[config.mk]
export PLATFORM = sky130hd
export DESIGN_NAME = control_sequencer
export DESIGN_NICKNAME = d
export VERILOG_FILES = /design/src/rtl/control_sequencer.sv
export SDC_FILE = /design/constraint.sdc
export NUM_CORES = 1
export LEC_CHECK = 0
export BUFFER_PORTS_ARGS = -buffer_cell sky130_fd_sc_hd__buf_2
export CAP_MARGIN = 20
export CORE_MARGIN = 3
export CORE_UTILIZATION = 43
export DETAILED_ROUTE_END_ITERATION = 6
export PLACE_DENSITY = 0.81
export SETUP_SLACK_MARGIN = 0.2
export SLEW_MARGIN = 30
export SYNTH_ARGS = -nofsm -noshare
export SYNTH_HDL_FRONTEND = slang
export SYNTH_SLANG_ARGS = --single-unit
[constraint.sdc]
create_clock -name Clock -period 3.9 [get_ports Clock]
set_clock_uncertainty 0.05 [all_clocks]
set_input_delay 0.585 -clock Clock [delete_from_list [all_inputs] [get_ports Clock]]
set_output_delay 0.585 -clock Clock [all_outputs]
set_load 0.01 [all_outputs]
[src/rtl/control_sequencer.sv]
// control_sequencer: hardwired Moore control unit stepping fetch (T0-T2) and per-opcode execute (T3-T7).
// Define MULDIV_EN to decode mul (15) and div (16); without it they trap to FAULT.
module control_sequencer (
    input  logic        Clock,
    input  logic        Reset,
    input  logic [31:0] IR,
    input  logic        MemReady,
    output logic        PCout,
    output logic        Zlowout,
    output logic        ZHighout,
    output logic        MDRout,
    output logic        BAout,
    output logic        Cout,
    output logic        Rout,
    output logic        MARin,
    output logic        PCin,
    output logic        MDRin,
    output logic        IRin,
    output logic        Yin,
    output logic        ZLowIn,
    output logic        ZHighIn,
    output logic        HIin,
    output logic        LOin,
    output logic        Rin,
    output logic        Gra,
    output logic        Grb,
    output logic        Grc,
    output logic        IncPC,
    output logic        Read,
    output logic        Write,
    output logic [4:0]  ALUop,
    output logic        Clear,
    output logic        Run,
    output logic        Fault
);
    localparam logic [4:0] ADD_OP  = 5'b00011;
    localparam logic [4:0] NOP_OP  = 5'b11010;
    localparam logic [4:0] HALT_OP = 5'b11011;

    typedef enum logic [3:0] {RST, T0, T1, T2, T3, T4, T5, T6, T7, HALT, FAULT} state_t;
    state_t state;

    logic [4:0] op, imm_op;
    logic is_ld, is_ldi, is_st, is_ea, is_alu, is_imm, is_un, is_md, two_op, legal;
    logic t0, t1, t2, t3, t4, t5, t6, t7;
    logic unused_fields;

    // Register-field selection is done in the datapath from Gra/Grb/Grc.
    assign unused_fields = ^IR[26:0];

    assign op     = IR[31:27];
    assign is_ld  = op == 5'd0;
    assign is_ldi = op == 5'd1;
    assign is_st  = op == 5'd2;
    assign is_ea  = is_ld | is_ldi | is_st;
    assign is_alu = op >= 5'd3 && op <= 5'd11;
    assign is_imm = op >= 5'd12 && op <= 5'd14;
    assign is_un  = op == 5'd17 || op == 5'd18;
`ifdef MULDIV_EN
    assign is_md  = op == 5'd15 || op == 5'd16;
`else
    assign is_md  = 1'b0;
`endif
    assign two_op = is_alu | is_imm | is_ea | is_md;
    assign legal  = two_op | is_un;
    assign imm_op = op == 5'd12 ? ADD_OP : op == 5'd13 ? 5'd5 : 5'd6;

    always_ff @(posedge Clock) begin
        if (Reset)
            state <= RST;
        else
            case (state)
                RST:     state <= T0;
                T0:      state <= T1;
                T1:      state <= MemReady ? T2 : T1;
                T2:      state <= op == NOP_OP ? T0 : T3;
                T3:      state <= op == HALT_OP ? HALT : legal ? T4 : FAULT;
                T4:      state <= is_un ? T0 : T5;
                T5:      state <= (is_ld | is_st | is_md) ? T6 : T0;
                T6:      state <= is_md ? T0 : (is_st | MemReady) ? T7 : T6;
                T7:      state <= (is_st & ~MemReady) ? T7 : T0;
                HALT:    state <= HALT;
                FAULT:   state <= FAULT;
                default: state <= RST;
            endcase
    end

    assign t0 = state == T0;
    assign t1 = state == T1;
    assign t2 = state == T2;
    assign t3 = state == T3;
    assign t4 = state == T4;
    assign t5 = state == T5;
    assign t6 = state == T6;
    assign t7 = state == T7;

    assign PCout    = t0;
    assign Zlowout  = t1 | (t4 & is_un) | (t5 & two_op);
    assign ZHighout = t6 & is_md;
    assign MDRout   = t2 | (t7 & is_ld);
    assign BAout    = t3 & is_ea;
    assign Cout     = t4 & (is_imm | is_ea);
    assign Rout     = (t3 & (is_alu | is_imm | is_un | is_md)) | (t4 & (is_alu | is_md)) | (t6 & is_st);
    assign MARin    = t0 | (t5 & (is_ld | is_st));
    assign PCin     = t1;
    assign MDRin    = t1 | (t6 & (is_ld | is_st));
    assign IRin     = t2;
    assign Yin      = t3 & two_op;
    assign ZLowIn   = t0 | (t3 & is_un) | (t4 & two_op);
    assign ZHighIn  = t4 & is_md;
    assign HIin     = t6 & is_md;
    assign LOin     = t5 & is_md;
    assign Rin      = (t4 & is_un) | (t5 & (is_alu | is_imm | is_ldi)) | (t7 & is_ld);
    assign Gra      = (t3 & is_md) | (t4 & is_un) | (t5 & (is_alu | is_imm | is_ldi)) | (t6 & is_st) | (t7 & is_ld);
    assign Grb      = (t3 & (is_alu | is_imm | is_un | is_ea)) | (t4 & is_md);
    assign Grc      = t4 & is_alu;
    assign IncPC    = t0;
    assign Read     = t1 | (t6 & is_ld);
    assign Write    = t7 & is_st;
    assign ALUop    = t0 ? ADD_OP
                    : ((t3 & is_un) | (t4 & (is_alu | is_md))) ? op
                    : (t4 & is_imm) ? imm_op
                    : (t4 & is_ea) ? ADD_OP
                    : 5'd0;
    assign Clear    = state == RST;
    assign Run      = state inside {T0, T1, T2, T3, T4, T5, T6, T7};
    assign Fault    = state == FAULT;
endmodule

== Word level (Yosys, flattened, before mapping) ==
Index checks and enable logic that the tools add are counted.
Cells by class
  order comparisons: 4
  eq/ne operators: 18
  muxes and demuxes: 15
  bitwise gates (word level): 47
  reductions and logical operators: 6
Operators with widths (count)
  $pmux W4 S11: 1
  $or A1 B1 Y1: 26
  $and A1 B1 Y1: 20
  $eq A5 B5 Y1 const B: 4
  $eq A4 B3 Y1 const B: 4
  $mux W4: 4
  $mux W3: 5
  $eq A4 B4 Y1 const B: 3
  $eq A5 B4 Y1 const B: 2
  $le A5 B4 Y1 const B: 2
  $mux W5: 2
  $eq A4 B2 Y1 const B: 2
  $reduce_bool A8 Y1: 1
  $eq A5 B1 Y1 const B: 1
  $eq A5 B2 Y1 const B: 1
  $ge A5 B2 Y1 const B: 1
  $ge A5 B4 Y1 const B: 1
  $logic_not A5 Y1: 1
  $eq A4 B1 Y1 const B: 1
  $logic_not A4 Y1: 1
  $mux W2: 2
  $logic_and A1 B1 Y1: 2
  $logic_or A1 B1 Y1: 1
  $mux W1: 1
  $not A1 Y1: 1
Storage, ports and cells
  bits in registers: 4
  output and inout port bits: 31

== Logic depth before layout (Yosys ltp) ==
Gate-level depths: netlist (run 1).
  word-level depth: 8
  gate-level depth with buffers: 7
  mapped depth without buffers: 6

== Least setup slack after synthesis (run 1) ==
OpenSTA, ideal clock, no wires.
  kind: input-to-output
  start: input port IR[29]
  end: output port Rout
  data arrival time: 1.843 ns
  data required time: 3.265 ns
  setup slack: 1.422 ns
  cell stages on the path: 6
  cells stage by stage: buf_2 > or2_1 > o21a_1 > nor3_2 > a21o_1 > a221o_1
Between the ends
  word-level cells in the longest chain between the ends: 7
Ends and longest elaborated chain
  start, declared: line 6  | input logic [31:0] IR,
  $ge A5 B2 Y1 (tied with other cells): line 56  | assign is_alu = op >= 5'd3 && op <= 5'd11;
  $logic_and A1 B1 Y1, on equally long branches: line 56, 57
  $or A1 B1 Y1 (2 in series): line 103  | assign Rout = (t3 & (is_alu | is_imm | is_un | is_md)) | (t4 & (is_alu | is_md)) | (t6 & is_st);
  $and A1 B1 Y1: line 103
  $or A1 B1 Y1: line 103
  $or A1 B1 Y1 (*): line 103
  end, declared: line 14  | output logic Rout,
Mark *: on every way between the ends. The rest lies on a longest branch, timed or not.

== Worst setup path after layout (run 1) ==
  start: register state[1]
  end: output port ALUop[1]
Between the ends
  word-level cells in the longest chain between the ends: 6
Ends and longest elaborated chain
  start, declared: line 41  | state_t state;
  start signal, assigned: line 75  | T1: state <= MemReady ? T2 : T1;
  start signal, assigned: line 76  | T2: state <= op == NOP_OP ? T0 : T3;
  start signal, assigned: line 77  | T3: state <= op == HALT_OP ? HALT : legal ? T4 : FAULT;
  $eq A4 B3 Y1: line 92  | assign t4 = state == T4;
  $and A1 B1 Y1: line 123  | : (t4 & is_ea) ? ADD_OP
  $mux W2: line 123
  $mux W3: line 122  | : (t4 & is_imm) ? imm_op
  $mux W5: line 121  | : ((t3 & is_un) | (t4 & (is_alu | is_md))) ? op
  $mux W5 (*): line 120  | assign ALUop = t0 ? ADD_OP
  end, declared: line 31  | output logic [4:0] ALUop,
Marks and branches as above.

==> results.yml, run 1 <==
outcome:
  outcome: "finished, final reports clean"
clock_network:
  post-cts-setup-buffer-count: 0
  clock_insertion_delay_worst_skew_ns: 0.24
  holdBufCountCts: 0
  clk_pin_slew_ns: 0.04
  tritoncts.num_buffers: 3
  clock_tree.root_cell: "sky130_fd_sc_hd__clkbuf_4"
  clock_tree_buffer_depth: 2
  cts_sinks: 4
  tritoncts: "yes"
  cts_max_level: 1
  cts.repair.resized: 0
yosys:
  synth_sequential_area_ratio_pct: 9.027
  synth_top_flop_cell: "sky130_fd_sc_hd__dfxtp_1"
  yosys_warnings: 0
  mappedNetlistArea_um2: 887.1
  postSynthRegisterBits: 4
  synth.lib_cells_used.distinct: 43
  async_reset_ff_share_pct: 0
  post_synthesis_cell_count: 142
  post_synth.cell_area_avg_um2: 6.247
  synth_edf_count: 0
timing:
  final.setup.tns_ns: 0
  worst-slew-pin-transition_ns: 0.5708
  report.final.setup_viol: 0
  fin_crit_sh_pct: 73.15
  worst_hold_margin_ns: 0.5905
  rsz0062_at_grt: "no"
  drv_slew: 0
  final-hold-violation-count: 0
  max-slew-margin-rel_pct: 61.89
  period_minus_slack_ns: 2.853
  timing.fmax_ghz: 0.3505
hold_path:
  whs_path_depth: 3
  timing.hold.worst.class: "primary input to flip-flop"
critical_path:
  slowest_delay_ns: 0.67
  slowest_stage_cell_cp: "sky130_fd_sc_hd__dfxtp_1"
  worst_setup_end_kind: "output pin"
  worstSetupStartpointType: "flip-flop"
  reg2reg_depth: 5
  cp.required_ns: 3.26
  timing.critical_path.cells: "nand2b_1, nor3_2, and3_1, or2_1, a221o_1, buf_2"
  worst-r2r-setup-slack_ns: 2.12
  crit_type: "flip-flop to output pin"
  cp.arrival_ns: 2.22
  crit_path_max_fanout: 19
floorplan:
  core-area_um2: 1839
  die_height_um: 51.42
  dieWidth_um: 51.42
  top_level_ports: 66
  die_ar_um2: 2644
  placement_rows: 15
  initial_core_util_pct: 48.23
pwr:
  peak_supply_drop_uv: 145.2
  seqPwrFrac_pct: 24.0
  share_clk_of_total_power_pct: 18.4
  switching_share_pct: 48.97
  p_int_w: 0.0001445
  net_switching_power_of_the_design_w: 0.0001386
  power_per_standard_cell_area_nw_per_um2: 275.9
  power.combinational.fraction_pct: 57.6
  leakage_nw: 0.5065
layout:
  finalNonFillerCells: 191
  finalNetCount: 203
  reg.largest.list: "state x4"
  drive_gt1_share_pct: 26.51
  register_bank_with_the_most_flops: "state"
  layout_commonest_cell: "sky130_fd_sc_hd__buf_2"
  antenna_cells: 0
  layout_common_cells: "sky130_fd_sc_hd__buf_2, sky130_fd_sc_hd__nor2_1, sky130_fd_sc_hd__nand2_1"
  largest_register_ff_count: 4
  area_growth_syn_to_layout_pct: 15.66
placement:
  numPortBuffers: 34
  gp_congestion: 0.9390
  place.detailed.instances: 188
  hpwlAfterDp_mm: 2.001
global_route:
  grt_max_degree: 20
  first_global_vias: 986
  number_of_antenna_violations_at_the_first_check_in_global_routing: 0
  grt_pass1_wl_mm: 4.250
  global_route.overflow_total: 0
  global_route.usage.total_pct: 20.31
detailed_routing:
  wl_per_cell_um: 13.43
  avgViaCountPerCell: 5.958
  wl_mm: 2.566
  final_antenna_net_count: 0
  via_count: 1138
  drt_iter0_drc: 50
  route.detailed.drc: 0
  drt_pre_antenna_iters: 4
job:
  max_cap_violations: 0
[Yosys cell counts (2+ instances only)]
cell type | n | area share [%]
sky130_fd_sc_hd__o21a_1 | 2 | 1.7
sky130_fd_sc_hd__nor4_1 | 3 | 2.1
sky130_fd_sc_hd__or2_1 | 2 | 1.4
sky130_fd_sc_hd__a31oi_1 | 6 | 4.2
sky130_fd_sc_hd__inv_1 | 5 | 2.1
sky130_fd_sc_hd__nor2_1 | 17 | 7.2
sky130_fd_sc_hd__clkbuf_1 | 4 | 1.7
sky130_fd_sc_hd__xor2_1 | 2 | 2.0
sky130_fd_sc_hd__o22ai_1 | 3 | 2.1
sky130_fd_sc_hd__nand2_1 | 14 | 5.9
sky130_fd_sc_hd__or3_1 | 2 | 1.4
sky130_fd_sc_hd__nand3_1 | 8 | 4.5
sky130_fd_sc_hd__nand2b_1 | 5 | 3.5
sky130_fd_sc_hd__nor3_1 | 3 | 1.7
sky130_fd_sc_hd__and3_1 | 4 | 2.8
sky130_fd_sc_hd__o31a_1 | 2 | 2.0
sky130_fd_sc_hd__a21oi_1 | 11 | 6.2
sky130_fd_sc_hd__buf_2 | 5 | 2.8
sky130_fd_sc_hd__nor2b_1 | 2 | 1.4
sky130_fd_sc_hd__a21o_1 | 3 | 2.5
sky130_fd_sc_hd__buf_4 | 6 | 5.1
sky130_fd_sc_hd__dfxtp_1 | 4 | 9.0
sky130_fd_sc_hd__a221o_1 | 3 | 3.4
sky130_fd_sc_hd__nor3b_1 | 2 | 1.7
sky130_fd_sc_hd__nor3_2 | 2 | 2.3
sky130_fd_sc_hd__nand4_1 | 2 | 1.4
sky130_fd_sc_hd__o21ai_0 | 4 | 2.3
[routing by layer]
| metal | vias to the layer above | track usage (%) | wire [µm] | part of all wire [%] |
|---|---|---|---|---|
| met2 | 79 | 31.99 | 1197 | 47 |
| li1 | 557 | - | - | - |
| met1 | 500 | 27.92 | 1077 | 42 |
| met4 | 0 | 4.367 | 8 | 0.31 |
| met5 | - | 0 | 0 | 0 |
| met3 | 2 | 4.665 | 283 | 11 |
[critical path: cells and delay by family (launching register included)]
kind                   cells  cell delay [ns]
buffers and inverters      1             0.14
DFF                        1             0.67
and+or+nand+nor            4             0.81
AOI/OAI and AO/OA          1             0.35
[worst paths after layout]
path,from,to
setup / recovery,state[1]$_SDFF_PP0_,ALUop[1]
hold / removal,Reset,state[0]$_SDFF_PP0_
setup reg to reg,state[2]$_SDFF_PP0_,state[2]$_SDFF_PP0_
hold reg to reg,state[3]$_SDFF_PP0_,state[0]$_SDFF_PP0_
[metrics by stage]
step | cell area, µm² | utilization, % | setup WS (ns) | total power, W
floorplan | 898.4 | - | 1.422 | 0.0001848
global placement | 1003 | 54.56 | 1.248 | 0.0002256
detailed placement | 1003 | 54.56 | 1.224 | 0.0002294
CTS | 1026 | 55.78 | 1.082 | 0.0002837
global route | 1026 | 55.78 | 0.9206 | 0.0003063
finish | 1026 | 55.78 | 1.047 | 0.0002831
[power groups by stage]
stage                     Combinational (W)  Sequential [W]  Clock (W)
after global placement             0.000158       0.0000673          0
after detailed placement           0.000162       0.0000677          0
after CTS                          0.000162       0.0000670  0.0000544
after floorplan                    0.000135       0.0000498          0
after global routing               0.000180       0.0000696  0.0000565
final                              0.000163       0.0000679  0.0000521
[layout make-up]
class / instances / area [µm²]
repair buffers: 34 / 170.2
fillers: 203 / 813.3
clock buffers: 3 / 22.52
inverters: 5 / 18.77
flip-flops and latches: 4 / 80.08
well taps: 25 / 31.28
multi-input cells: 120 / 703.2
[kinds of logic (layout without fill, tap and decap cells)]
| kind of cell | Yosys count | after routing | share of synthesized area [%] |
|---|---|---|---|
| compound gates | 40 | 40 | 29.90 |
| xor+xnor | 3 | 3 | 2.962 |
| buf+inv | 21 | 42 | 12.97 |
| flops | 4 | 4 | 9.027 |
| other cells | 1 | 4 | 0.4227 |
| simple gates | 73 | 73 | 44.71 |
(Power assumes the default switching activity.)
==> run 2: changes to the inputs <==
Settings changed: CORE_UTILIZATION 43 to 40, PLACE_DENSITY 0.81 to 0.76.
Clock period 3.9 ns to 2.7 ns, I/O delays scaled along.
==> results.yml, run 2 (synthesis results as in run 1) <==
job:
  max_cap_violations: 0
floorplan:
  top_level_ports: 66
  die_height_um: 53.10
  placement_rows: 16
  initial_core_util_pct: 43.87
  core-area_um2: 2022
  dieWidth_um: 53.10
  die_ar_um2: 2819
detailed_routing:
  drt_iter0_drc: 65
  wl_mm: 2.654
  wl_per_cell_um: 13.54
  route.detailed.drc: 0
  via_count: 1151
  drt_pre_antenna_iters: 6
  avgViaCountPerCell: 5.872
  final_antenna_net_count: 0
timing:
  final.setup.tns_ns: 0
  final-hold-violation-count: 0
  drv_slew: 0
  timing.fmax_ghz: 0.4082
  fin_crit_sh_pct: 90.73
  period_minus_slack_ns: 2.450
  report.final.setup_viol: 0
  rsz0062_at_grt: "no"
clock_network:
  clock_tree_buffer_depth: 2
  cts_max_level: 1
  post-cts-setup-buffer-count: 0
  cts_sinks: 4
  tritoncts.num_buffers: 3
  clk_pin_slew_ns: 0.04
  tritoncts: "yes"
  clock_tree.root_cell: "sky130_fd_sc_hd__clkbuf_4"
  clock_insertion_delay_worst_skew_ns: 0.24
global_route:
  first_global_vias: 1009
  global_route.overflow_total: 0
  grt_max_degree: 19
  number_of_antenna_violations_at_the_first_check_in_global_routing: 0
  grt_pass1_wl_mm: 4.229
  global_route.usage.total_pct: 19.82
critical_path:
  critical_path.reg2reg.startpoint: "state[2]$_SDFF_PP0_"
  worstSetupStartpointType: "flip-flop"
  crit_type: "flip-flop to output pin"
  crit_path_max_fanout: 14
  worst-r2r-setup-slack_ns: 1.09
  cp.required_ns: 2.25
  cp.arrival_ns: 1.99
  reg2reg_depth: 5
  worst_setup_end_kind: "output pin"
  r2r-end: "state[2]$_SDFF_PP0_"
layout:
  register_bank_with_the_most_flops: "state"
  layout_commonest_cell: "sky130_fd_sc_hd__buf_2"
  final_core_utilization_pct: 52.41
  layout_common_cells: "sky130_fd_sc_hd__buf_2, sky130_fd_sc_hd__nor2_1, sky130_fd_sc_hd__nand2_1"
  largest_register_ff_count: 4
  finalNonFillerCells: 196
  num-fill-cells: 206
  antenna_cells: 0
  area_growth_syn_to_layout_pct: 19.46
  finalNetCount: 206
  reg.largest.list: "state x4"
  drive_gt1_share_pct: 30.77
hold_path:
  timing.hold.worst.class: "primary input to flip-flop"
  timing.hold.worst.start: "Reset"
  whs_path_depth: 3
  hold_ep: "state[0]$_SDFF_PP0_"
placement:
  gp_congestion: 0.9272
  place.detailed.instances: 193
  hpwlAfterDp_mm: 2.022
  numPortBuffers: 34
pwr:
  power_per_standard_cell_area_nw_per_um2: 396.9
  peak_supply_drop_uv: 183.4
  leakage_nw: 0.5226
outcome:
  outcome: "finished, final reports clean"
-- run 2: timing repair --
item / CTS / global route
hold buffers: 0 / 0
resized for setup: 2 / 4
endpoints found under the setup margin: 4 / 5
hold endpoints to repair: 0 / 0
-- run 2: worst max-delay path by stage --
stage                              from       end  slack [ns]  cells after the start
floorplan                        IR[29]      Rout        0.58                      6
global placement    state[3]$_SDFF_PP0_  ALUop[1]        0.36                      6
detailed placement  state[3]$_SDFF_PP0_  ALUop[1]        0.32                      6
CTS                 state[3]$_SDFF_PP0_  ALUop[1]        0.21                      6
global route        state[3]$_SDFF_PP0_  ALUop[1]        0.20                      6
finish              state[3]$_SDFF_PP0_  ALUop[1]        0.25                      6
-- run 2: through the flow --
stage | hold WS [ns] | setup slack, ns | cell area [µm²] | total power [W]
global placement | 0.6529 | 0.3557 | 1028 | 0.0003332
finish | 0.3987 | 0.2504 | 1060 | 0.0004206
detailed placement | 0.6561 | 0.3220 | 1028 | 0.0003384
global route | 0.4123 | 0.2034 | 1060 | 0.0004549
floorplan | 0.5179 | 0.5824 | 898.4 | 0.0002670
CTS | 0.4069 | 0.2053 | 1054 | 0.0004177
-- run 2: routing by layer --
layer / track usage, % / wire length [µm] / vias up / share of wire [%]
li1: - / - / 566 / -
met1: 25.42 / 1118 / 514 / 42
met2: 32.23 / 1252 / 67 / 47
met3: 1.972 / 247 / 4 / 9.3
met4: 10.64 / 35 / 0 / 1.3
met5: 0 / 0 / - / 0
-- run 2: power by group --
part / leakage (nW) / switching [W] / internal [W]
logic: 0.474 / 0.000150 / 0.0000976
clock network: 0.0138 / 0.0000292 / 0.0000500
registers: 0.0346 / 0.0000258 / 0.0000684
-- run 2: layout make-up --
cell class / instances / area (µm²) / share of cell area [%]
inverters: 5 / 18.77 / 1.771
well taps: 27 / 33.78 / 3.188
clock buffers: 3 / 22.52 / 2.125
multi-input cells: 120 / 704.4 / 66.47
flip-flops and latches: 4 / 87.58 / 8.264
repair buffers: 37 / 192.7 / 18.18
-- run 2: critical path, cell delays in order (launching register included) --
cell and delay, ns:
sky130_fd_sc_hd__dfxtp_4 0.42, sky130_fd_sc_hd__and2b_2 0.29, sky130_fd_sc_hd__nand2_1 0.20, sky130_fd_sc_hd__nor2_1 0.10
sky130_fd_sc_hd__or2_1 0.25, sky130_fd_sc_hd__a221o_1 0.35, sky130_fd_sc_hd__buf_2 0.14
==> run 3: changes to the inputs <==
Settings changed: CTS_CLUSTER_DIAMETER from default to 80, PLACE_DENSITY 0.76 to 0.84.
==> results.yml, run 3 (synthesis results as in run 1) <==
outcome:
  outcome: "finished, final reports clean"
pwr:
  net_switching_power_of_the_design_w: 0.0001980
  share_clk_of_total_power_pct: 17.7
  peak_supply_drop_uv: 184.5
  power.combinational.fraction_pct: 60.0
  seqPwrFrac_pct: 22.3
  leakage_nw: 0.5193
  power_per_standard_cell_area_nw_per_um2: 390.7
  p_int_w: 0.0002151
  switching_share_pct: 47.94
  p_total_w: 0.0004131
detailed_routing:
  route.detailed.drc: 0
  avgViaCountPerCell: 5.759
  wl_mm: 2.640
  via_count: 1123
  drt_iter0_drc: 44
  drt_pre_antenna_iters: 4
  final_antenna_net_count: 0
  wl_per_cell_um: 13.54
job:
  max_cap_violations: 0
layout:
  final_core_utilization_pct: 52.29
  reg.largest.list: "state x4"
  area_growth_syn_to_layout_pct: 19.18
  multiInputGateArea_um2: 709.4
  drive_gt1_share_pct: 31.55
  antenna_cells: 0
  largest_register_ff_count: 4
  layout_common_cells: "sky130_fd_sc_hd__buf_2, sky130_fd_sc_hd__nor2_1, sky130_fd_sc_hd__nand2_1"
  finalNetCount: 205
  seqCellArea_um2: 87.58
  register_bank_with_the_most_flops: "state"
  finish.instance_area_um2: 1057
  layout_commonest_cell: "sky130_fd_sc_hd__buf_2"
  num-fill-cells: 218
floorplan:
  die_ar_um2: 2819
  initial_core_util_pct: 43.87
  top_level_ports: 66
  die_height_um: 53.10
  placement_rows: 16
  dieWidth_um: 53.10
  core-area_um2: 2022
hold_path:
  whs_path_depth: 3
  timing.hold.worst.class: "primary input to flip-flop"
  timing.hold.worst.start: "Reset"
critical_path:
  cp.required_ns: 2.25
  crit_path_max_fanout: 14
  worst_setup_path_startpoint: "state[3]$_SDFF_PP0_"
  critical_path.reg2reg.startpoint: "state[2]$_SDFF_PP0_"
  reg2reg_depth: 5
  worstSetupStartpointType: "flip-flop"
  crit_type: "flip-flop to output pin"
  cp.arrival_ns: 1.91
  worst_setup_end_kind: "output pin"
clock_network:
  clk_pin_slew_ns: 0.04
  cts_max_level: 1
  tritoncts: "yes"
  cts_sinks: 4
  post-cts-setup-buffer-count: 0
  tritoncts.num_buffers: 3
  clock_tree.root_cell: "sky130_fd_sc_hd__clkbuf_4"
  clock_tree_buffer_depth: 2
  clock_insertion_delay_worst_skew_ns: 0.24
global_route:
  grt_pass1_wl_mm: 4.340
  global_route.overflow_total: 0
  grt_max_degree: 19
  global_route.usage.total_pct: 20.21
  first_global_vias: 935
  number_of_antenna_violations_at_the_first_check_in_global_routing: 0
placement:
  placed_cell_area_um2: 1021
  hpwlAfterDp_mm: 2.094
  gp_congestion: 0.9506
  numPortBuffers: 34
timing:
  period_minus_slack_ns: 2.361
  final.setup.tns_ns: 0
  report.final.setup_viol: 0
  worst_hold_margin_ns: 0.4149
  timing.fmax_ghz: 0.4236
  final-hold-violation-count: 0
  drv_slew: 0
  rsz0062_at_grt: "no"
  fin_crit_sh_pct: 87.44
==> run 3: repair_timing <==
| action | CTS | global route |
|---|---|---|
| endpoints found under the hold margin | 0 | 0 |
| resized for setup | 2 | 6 |
| hold buffers | 0 | 0 |
| endpoints found under the setup margin | 4 | 5 |
| pin swaps | 0 | 0 |
==> run 3: path summary, 6_finish.rpt <==
kind                         end  slack [ns]
max                     ALUop[1]        0.34
min          state[0]$_SDFF_PP0_        0.41
max reg2reg  state[2]$_SDFF_PP0_        1.14
min reg2reg  state[0]$_SDFF_PP0_        0.61
==> run 3: layer usage <==
layer	part of all wire, %	track usage [%]	wire length [µm]
met5	0	0	0
met2	51	35.95	1337
met1	41	25.50	1082
met3	7.8	2.817	205
met4	0.57	4.255	15
==> run 3: final cells by class <==
type	count	area share [%]
flip-flops and latches	4	8.284
repair buffers	36	17.51
inverters	5	1.775
multi-input cells	120	67.10
well taps	27	3.195
clock buffers	3	2.130
==> run 3: power groups by stage <==
stage	sequential (W)	combinational, W	clock (W)
2_1_floorplan	0.0000720	0.000195	0
3_3_place_gp	0.0000908	0.000238	0
3_5_place_dp	0.0000910	0.000244	0
4_1_cts	0.0000907	0.000245	0.0000743
5_1_grt	0.0000952	0.000274	0.0000840
6_report	0.0000923	0.000248	0.0000729
==> run 3: per-stage QoR <==
step	setup WS (ns)	instances
3_5_place_dp	0.3259	192
2_1_floorplan	0.5824	145
4_1_cts	0.2146	195
3_3_place_gp	0.3754	192
5_1_grt	0.2213	195
6_report	0.3390	195
==> run 3: critical path, stage by stage, from the launching register on <==
cell and delay, ns:
sky130_fd_sc_hd__dfxtp_4 0.42, sky130_fd_sc_hd__nand2b_2 0.21, sky130_fd_sc_hd__nor3_2 0.09, sky130_fd_sc_hd__and3_1 0.20
sky130_fd_sc_hd__or2_1 0.27, sky130_fd_sc_hd__a221o_1 0.35, sky130_fd_sc_hd__buf_2 0.14
